$ cat config.mk
export PLATFORM = sky130hd
export DESIGN_NAME = mem_port_arbiter
export DESIGN_NICKNAME = d
export VERILOG_FILES = /design/src/rtl/mem_port_arbiter.sv
export SDC_FILE = /design/constraint.sdc
export NUM_CORES = 1
export LEC_CHECK = 0
export CAP_MARGIN = 15
export CELL_PAD_IN_SITES_DETAIL_PLACEMENT = 0
export CELL_PAD_IN_SITES_GLOBAL_PLACEMENT = 1
export CORE_UTILIZATION = 25
export DETAILED_ROUTE_END_ITERATION = 10
export GPL_TIMING_DRIVEN = 0
export PLACE_DENSITY_LB_ADDON = 0.1
export SLEW_MARGIN = 5
export SYNTH_ARGS = -nofsm -noshare
export SYNTH_HDL_FRONTEND = slang
export SYNTH_SLANG_ARGS = --single-unit
$ cat constraint.sdc
create_clock -name clk -period 1.3 [get_ports clk]
set_input_delay 0.26 -clock clk [delete_from_list [all_inputs] [get_ports clk]]
set_output_delay 0.26 -clock clk [all_outputs]
set_load 0.05 [all_outputs]
$ cat src/rtl/mem_port_arbiter.sv
// Round-robin arbiter letting two requesters share one single-port synchronous memory.
// Define MEM_ARB_LOCK_EN to add a_lock/b_lock owner locking for atomic read-modify-write.
module mem_port_arbiter #(
    parameter int ADDR_W = 4,
    parameter int DATA_W = 8
) (
    input  logic              clk,
    input  logic              rst_n,

    input  logic              a_req,
    input  logic              a_we,
    input  logic [ADDR_W-1:0] a_addr,
    input  logic [DATA_W-1:0] a_wdata,
    output logic              a_gnt,
    output logic              a_rvalid,
    output logic [DATA_W-1:0] a_rdata,

    input  logic              b_req,
    input  logic              b_we,
    input  logic [ADDR_W-1:0] b_addr,
    input  logic [DATA_W-1:0] b_wdata,
    output logic              b_gnt,
    output logic              b_rvalid,
    output logic [DATA_W-1:0] b_rdata,

`ifdef MEM_ARB_LOCK_EN
    input  logic              a_lock,
    input  logic              b_lock,
`endif

    output logic              mem_en,
    output logic              mem_we,
    output logic [ADDR_W-1:0] mem_addr,
    output logic [DATA_W-1:0] mem_wdata,
    input  logic [DATA_W-1:0] mem_rdata
);

    typedef enum logic [1:0] {
        S_IDLE,
        S_ISSUE,
        S_WAIT
    } state_t;

    state_t            state_q;
    state_t            state_d;
    logic              last_b_q;
    logic              sel_b_q;
    logic              cmd_we_q;
    logic [ADDR_W-1:0] cmd_addr_q;
    logic [DATA_W-1:0] cmd_wdata_q;
    logic [DATA_W-1:0] a_rdata_q;
    logic [DATA_W-1:0] b_rdata_q;
    logic              a_rvalid_q;
    logic              b_rvalid_q;

    logic              elig_a;
    logic              elig_b;
    logic              grant_any;
    logic              grant_b;

`ifdef MEM_ARB_LOCK_EN
    logic owner_v_q;
    logic owner_b_q;
    logic win_lock;

    // While an owner is registered, the other requester is not eligible at all.
    assign elig_a   = a_req && !(owner_v_q && owner_b_q);
    assign elig_b   = b_req && !(owner_v_q && !owner_b_q);
    assign win_lock = grant_b ? b_lock : a_lock;

    always_ff @(posedge clk) begin
        if (!rst_n) begin
            owner_v_q <= 1'b0;
            owner_b_q <= 1'b0;
        end else if (state_q == S_IDLE) begin
            if (grant_any) begin
                owner_v_q <= win_lock;
                owner_b_q <= grant_b;
            end else if (owner_v_q && (owner_b_q ? !(b_req || b_lock) : !(a_req || a_lock))) begin
                owner_v_q <= 1'b0;
            end
        end
    end
`else
    assign elig_a = a_req;
    assign elig_b = b_req;
`endif

    // On a tie the requester that did not win last time goes next.
    assign grant_b   = elig_b && (!elig_a || !last_b_q);
    assign grant_any = elig_a || elig_b;

    always_comb begin
        // NOTE: default first so every path assigns state_d and no latch is inferred.
        state_d = state_q;
        case (state_q)
            S_IDLE:  if (grant_any) state_d = S_ISSUE;
            S_ISSUE: state_d = S_WAIT;
            S_WAIT:  state_d = S_IDLE;
            default: state_d = S_IDLE;
        endcase
    end

    always_ff @(posedge clk) begin
        if (!rst_n) begin
            state_q     <= S_IDLE;
            last_b_q    <= 1'b1;
            sel_b_q     <= 1'b0;
            cmd_we_q    <= 1'b0;
            cmd_addr_q  <= '0;
            cmd_wdata_q <= '0;
            a_rdata_q   <= '0;
            b_rdata_q   <= '0;
            a_rvalid_q  <= 1'b0;
            b_rvalid_q  <= 1'b0;
        end else begin
            // NOTE: non-blocking everywhere so each register samples pre-edge values.
            state_q    <= state_d;
            a_rvalid_q <= 1'b0;
            b_rvalid_q <= 1'b0;
            if (state_q == S_IDLE && grant_any) begin
                sel_b_q     <= grant_b;
                last_b_q    <= grant_b;
                cmd_we_q    <= grant_b ? b_we    : a_we;
                cmd_addr_q  <= grant_b ? b_addr  : a_addr;
                cmd_wdata_q <= grant_b ? b_wdata : a_wdata;
            end
            if (state_q == S_WAIT && !cmd_we_q) begin
                if (sel_b_q) begin
                    b_rdata_q  <= mem_rdata;
                    b_rvalid_q <= 1'b1;
                end else begin
                    a_rdata_q  <= mem_rdata;
                    a_rvalid_q <= 1'b1;
                end
            end
        end
    end

    assign a_gnt     = (state_q == S_ISSUE) && !sel_b_q;
    assign b_gnt     = (state_q == S_ISSUE) && sel_b_q;
    assign a_rvalid  = a_rvalid_q;
    assign b_rvalid  = b_rvalid_q;
    assign a_rdata   = a_rdata_q;
    assign b_rdata   = b_rdata_q;

    // Strobes are gated by rst_n so a reset landing on ISSUE never commits a write.
    assign mem_en    = (state_q == S_ISSUE) && rst_n;
    assign mem_we    = mem_en && cmd_we_q;
    assign mem_addr  = cmd_addr_q;
    assign mem_wdata = cmd_wdata_q;

endmodule

Yosys cells after proc, flatten, opt, wreduce, memory -nomap -nowiden
Index checks and enable logic that the tools add are counted.

word-level totals
  output and inout bits = 34
  bits in registers = 35

operators by class
  multiplexer cells = 7
  bitwise gates (word level) = 1
  equality and inequality tests = 3
  reduce and logical (&&, ||, !) cells = 17

operators by type and width
  operator            number
  $mux 8              1
  $logic_and 1x1->1   7
  $reduce_and 2->1    3
  $logic_not 1->1     4
  $mux 4              1
  $pmux 2 s2          1
  $mux 1              3
  $eq 2x1->1 const B  1
  $eq 2x2->1 const B  1
  $logic_not 2->1     1
  $logic_or 1x1->1    2
  $mux 2              1
  $ne 2x2->1 const B  1
  $not 1->1           1

Depth between registers and ports, before layout
  word-level depth = 4
  depth in mapped cells = 5
  depth with buffers taken out = 3

Worst setup path after synthesis
OpenSTA, ideal clock, no wires.

  path type = reg2out
  from = reg state_q[1]
  to = out a_gnt
  arrival time = 1267 ps
  stages on the path, launching flop included = 3
  slack = -227 ps
  required time = 1040 ps
  path buffers = 0
  path through = dfxtp_1 and2b_2 nor2b_1

on the way
  cells in the longest elaborated chain, start to end = 2

ends and longest elaborated chain
  what                      line  source
  start: declaration        44    state_t state_q;
  start signal: assignment  118   state_q <= state_d;
  $eq 2x1->1                140   assign a_gnt = (state_q == S_ISSUE) && !sel_b_q;
  $logic_and 1x1->1         140
  end: declaration          14    output logic a_gnt,

Every way passes these cells.

Worst setup path in the final report
  from = reg state_q[1]
  to = out mem_we

on the way
  cells in the longest elaborated chain, start to end = 3

ends and longest elaborated chain
  what               line  source
  $eq 2x1->1         148   assign mem_en = (state_q == S_ISSUE) && rst_n;
  $logic_and 1x1->1  148
  $logic_and 1x1->1  149   assign mem_we = mem_en && cmd_we_q;
  end: declaration   32    output logic mem_we,

Every way passes these cells.

==> results.md <==
- Setup tns final: -1.73 ns
- Wire per inst: approximately 13 um
- Clock Skew: just under 0.005 ns
- Final Hold Viols: 0
- PortBufs: 71
- Grt met2 use: 0.229
- Fin crit period: about 1.4 ns
- Final Cycle Share: 1.11
- H-tree depth: 2
- Max Clock Freq: roughly 690 MHz
- Total GRT Usage: 0.144
- Detail Route Antenna Nets: 0
- Synth unique cells: 31
- Area grow syn2layout: 67.0%
- Initial antenna violation count: 0
- Count of final max-slew check failures: 0
- Core area: between 5000 and 6000 sq um
- Iteration-0 DRC Markers: 30
- Crit Path Max Fanout: 5
- Final setup vio count: 21
- Max incr delay on CP: roughly 0.34 ns
- Data arrival, critical path: approximately 1.2 ns
- Pre-antenna DRT Iters: 5
- CTS tree: done
- Violated checks: setup timing
- Vias: 1420
- Tightest Pin Transition: 0.486 ns
- Met3 GRT Util: 0.0512
- GP Congestion: 0.706
- CP bufs+invs: 1
- Grt peak-use layer: met2
- Share of cells above drive strength 1: 0.306
- Yosys warning count: 0
- Syn Std Cell Area: 1450 sq um
- Vias in the first global route: around 1400
- Crit path max-delay family: simple AND/OR/NAND/NOR gates
- Dpl ws: -1.22 ns
- Syn_area_per_cell: between 8 and 9 sq um
- Post-Route WL: around 4.1 mm
- Headroom to the max-slew limit: 0.676
- N_diodes: 0
- Die width: 78.0 um
- Post-synth ARST share: 0
- Deepest clock path buffer count: 2
- Total power: between 0.002 and 0.003 W
- DRC viols: 0
- Dpl cell area: approximately 2200 sq um
- Die height: 78.0 um
- Clock Latency Late Sink: between 0.2 and 0.3 ns
- Die area: slightly above 6000 sq um
- Cell Pwr Density: between 1000 and 1500 nW/um^2
- Site row count: 27
- Maxcap violations: 0
- Cells after Synth: 164
- Setup CP Type: reg2out
- Clk sinks: 35
- Ports: roughly 70
- Hold WC Path Type: in2reg
- Largest net degree at the start of global routing: 15
- Top_reg_cell synth: dfxtp_1
- Vias/cell: roughly 4.5
- Most frequent cells in the layout: 34 x nand2_1, 34 x clkdlybuf4s50_1, 32 x dfxtp_1, 23 x clkdlybuf4s15_2, 15 x nand3_1
- Starting density of the core: 0.261
- Sequential element share of the synthesized area: 0.485
- Critical Path RT: 1.04 ns
- Met1 Usage GRT: 0.181
- Number of flops mapped to enable cells by yosys: 0
- Worst vdd ir: ~460 uV
- #FFs+latches synth: 35
- Hold_ws: 0.462 ns
- RSZ-0062 raised after global routing: true
- Status: finished, violations left
- Cts bufs inserted: 5
- Clock root buffer: clkbuf_8
- First-pass GRT wire length: about 6.8 mm
- Crit start category: flip-flop
- Pleak: about 0.94 nW
- Slowest-stage cell, CP: dfxtp_2
- Final instance area: ~2400 sq um
- Cells along the critical path: and2b_2 -> and3_4 -> buf_8
- Final HPWL DP: roughly 3.0 mm
- Reg clk slew, reported paths: around 0.070 ns
- R2R setup slack: -0.12 ns
- Net count after synthesis: about 200
- Overflow after GRT: 0
- Final setup margin: -0.142 ns
- CP Capture Type: output port
- Nets: 280
-- worst reg2reg max path: cells and delay by family (launching register included) --
| family | cells | cell delay [ns] |
|---|---|---|
| buf+inv | 3 | 0.43 |
| compound gates | 1 | 0.04 |
| flops | 1 | 0.34 |
| simple gates | 2 | 0.51 |
-- cell usage after synthesis (2+ instances only) --
| cell type | n | area (sq um) |
|---|---|---|
| and3_1 | 3 | 18.8 |
| nand3_1 | 15 | 75.1 |
| a21oi_1 | 14 | 70.1 |
| a311oi_1 | 13 | 114 |
| dfxtp_1 | 35 | 701 |
| nor2_1 | 2 | 7.51 |
| o21ai_2 | 8 | 70.1 |
| buf_2 | 3 | 15.0 |
| o21ai_0 | 9 | 45.0 |
| buf_1 | 2 | 7.51 |
| clkbuf_1 | 5 | 18.8 |
| and2_1 | 3 | 18.8 |
| nand2_1 | 34 | 128 |
-- repair_timing --
| action | CTS | global route |
|---|---|---|
| hold buffers | 0 | 0 |
| pin swaps | 2 | 0 |
| setup endpoints to repair | 65 | 35 |
| hold endpoints to repair | 0 | 0 |
| buffers inserted | 3 | 0 |
| gates resized for setup | 139 | 13 |
-- per-layer routing --
metal  routed length [um]  share of wire  vias up
met5                    0              0        -
li1                     -              -      736
met1                 1930           0.47      628
met2                 1870           0.45       51
met4                   58          0.014        0
met3                  286          0.069        5
-- area by class of cell --
class	instances	area (sq um)
Multi-Input combinational cell	114	683
Timing Repair Buffer	74	742
Inverter	1	3.75
Clock buffer	6	82.6
Tap cell	72	90.1
Sequential cell	35	704
Fill cell	596	3130
Clock inverter	1	5.00
Buffer	11	103
-- worst paths after layout --
path / start / to / depth (start not counted)
min: b_req / last_b_q / 3
min reg2reg: a_rdata[6] / a_rdata[6] / 2
max reg2reg: state_q[1] / a_rdata[6] / 6
max: state_q[1] / mem_we / 3
-- report_power, final --
part	switching, W	internal, W	leakage (nW)
Clock	0.000389	0.000416	0.0470
Sequential	0.0000457	0.00114	0.287
Combinational	0.000421	0.000301	0.601
Total	0.000856	0.00186	0.936
-- logic make-up after synthesis --
logic type | after synthesis | share of synthesized area
and+or+nand+nor | 66 | 0.222
AOI/OAI and AO/OA | 48 | 0.232
DFF | 35 | 0.485
buffers and inverters | 15 | 0.0615
-- state kept, by name, summed over array words and instances (netlist names) --
signal	count
a_rdata	8
b_rdata	8
mem_wdata	8
mem_addr	4
state_q	2
a_rvalid	1
b_rvalid	1
cmd_we_q	1
last_b_q	1
sel_b_q	1
-- metrics by stage --
| step | utilization | std cells |
|---|---|---|
| 6_report | 0.436 | 314 |
| 5_1_grt | 0.436 | 314 |
| 4_1_cts | 0.441 | 314 |
| 3_5_place_dp | 0.406 | 307 |
| 3_3_place_gp | 0.406 | 307 |
| 2_1_floorplan | - | 164 |
Note: power is estimated with default switching activity, not from simulation.
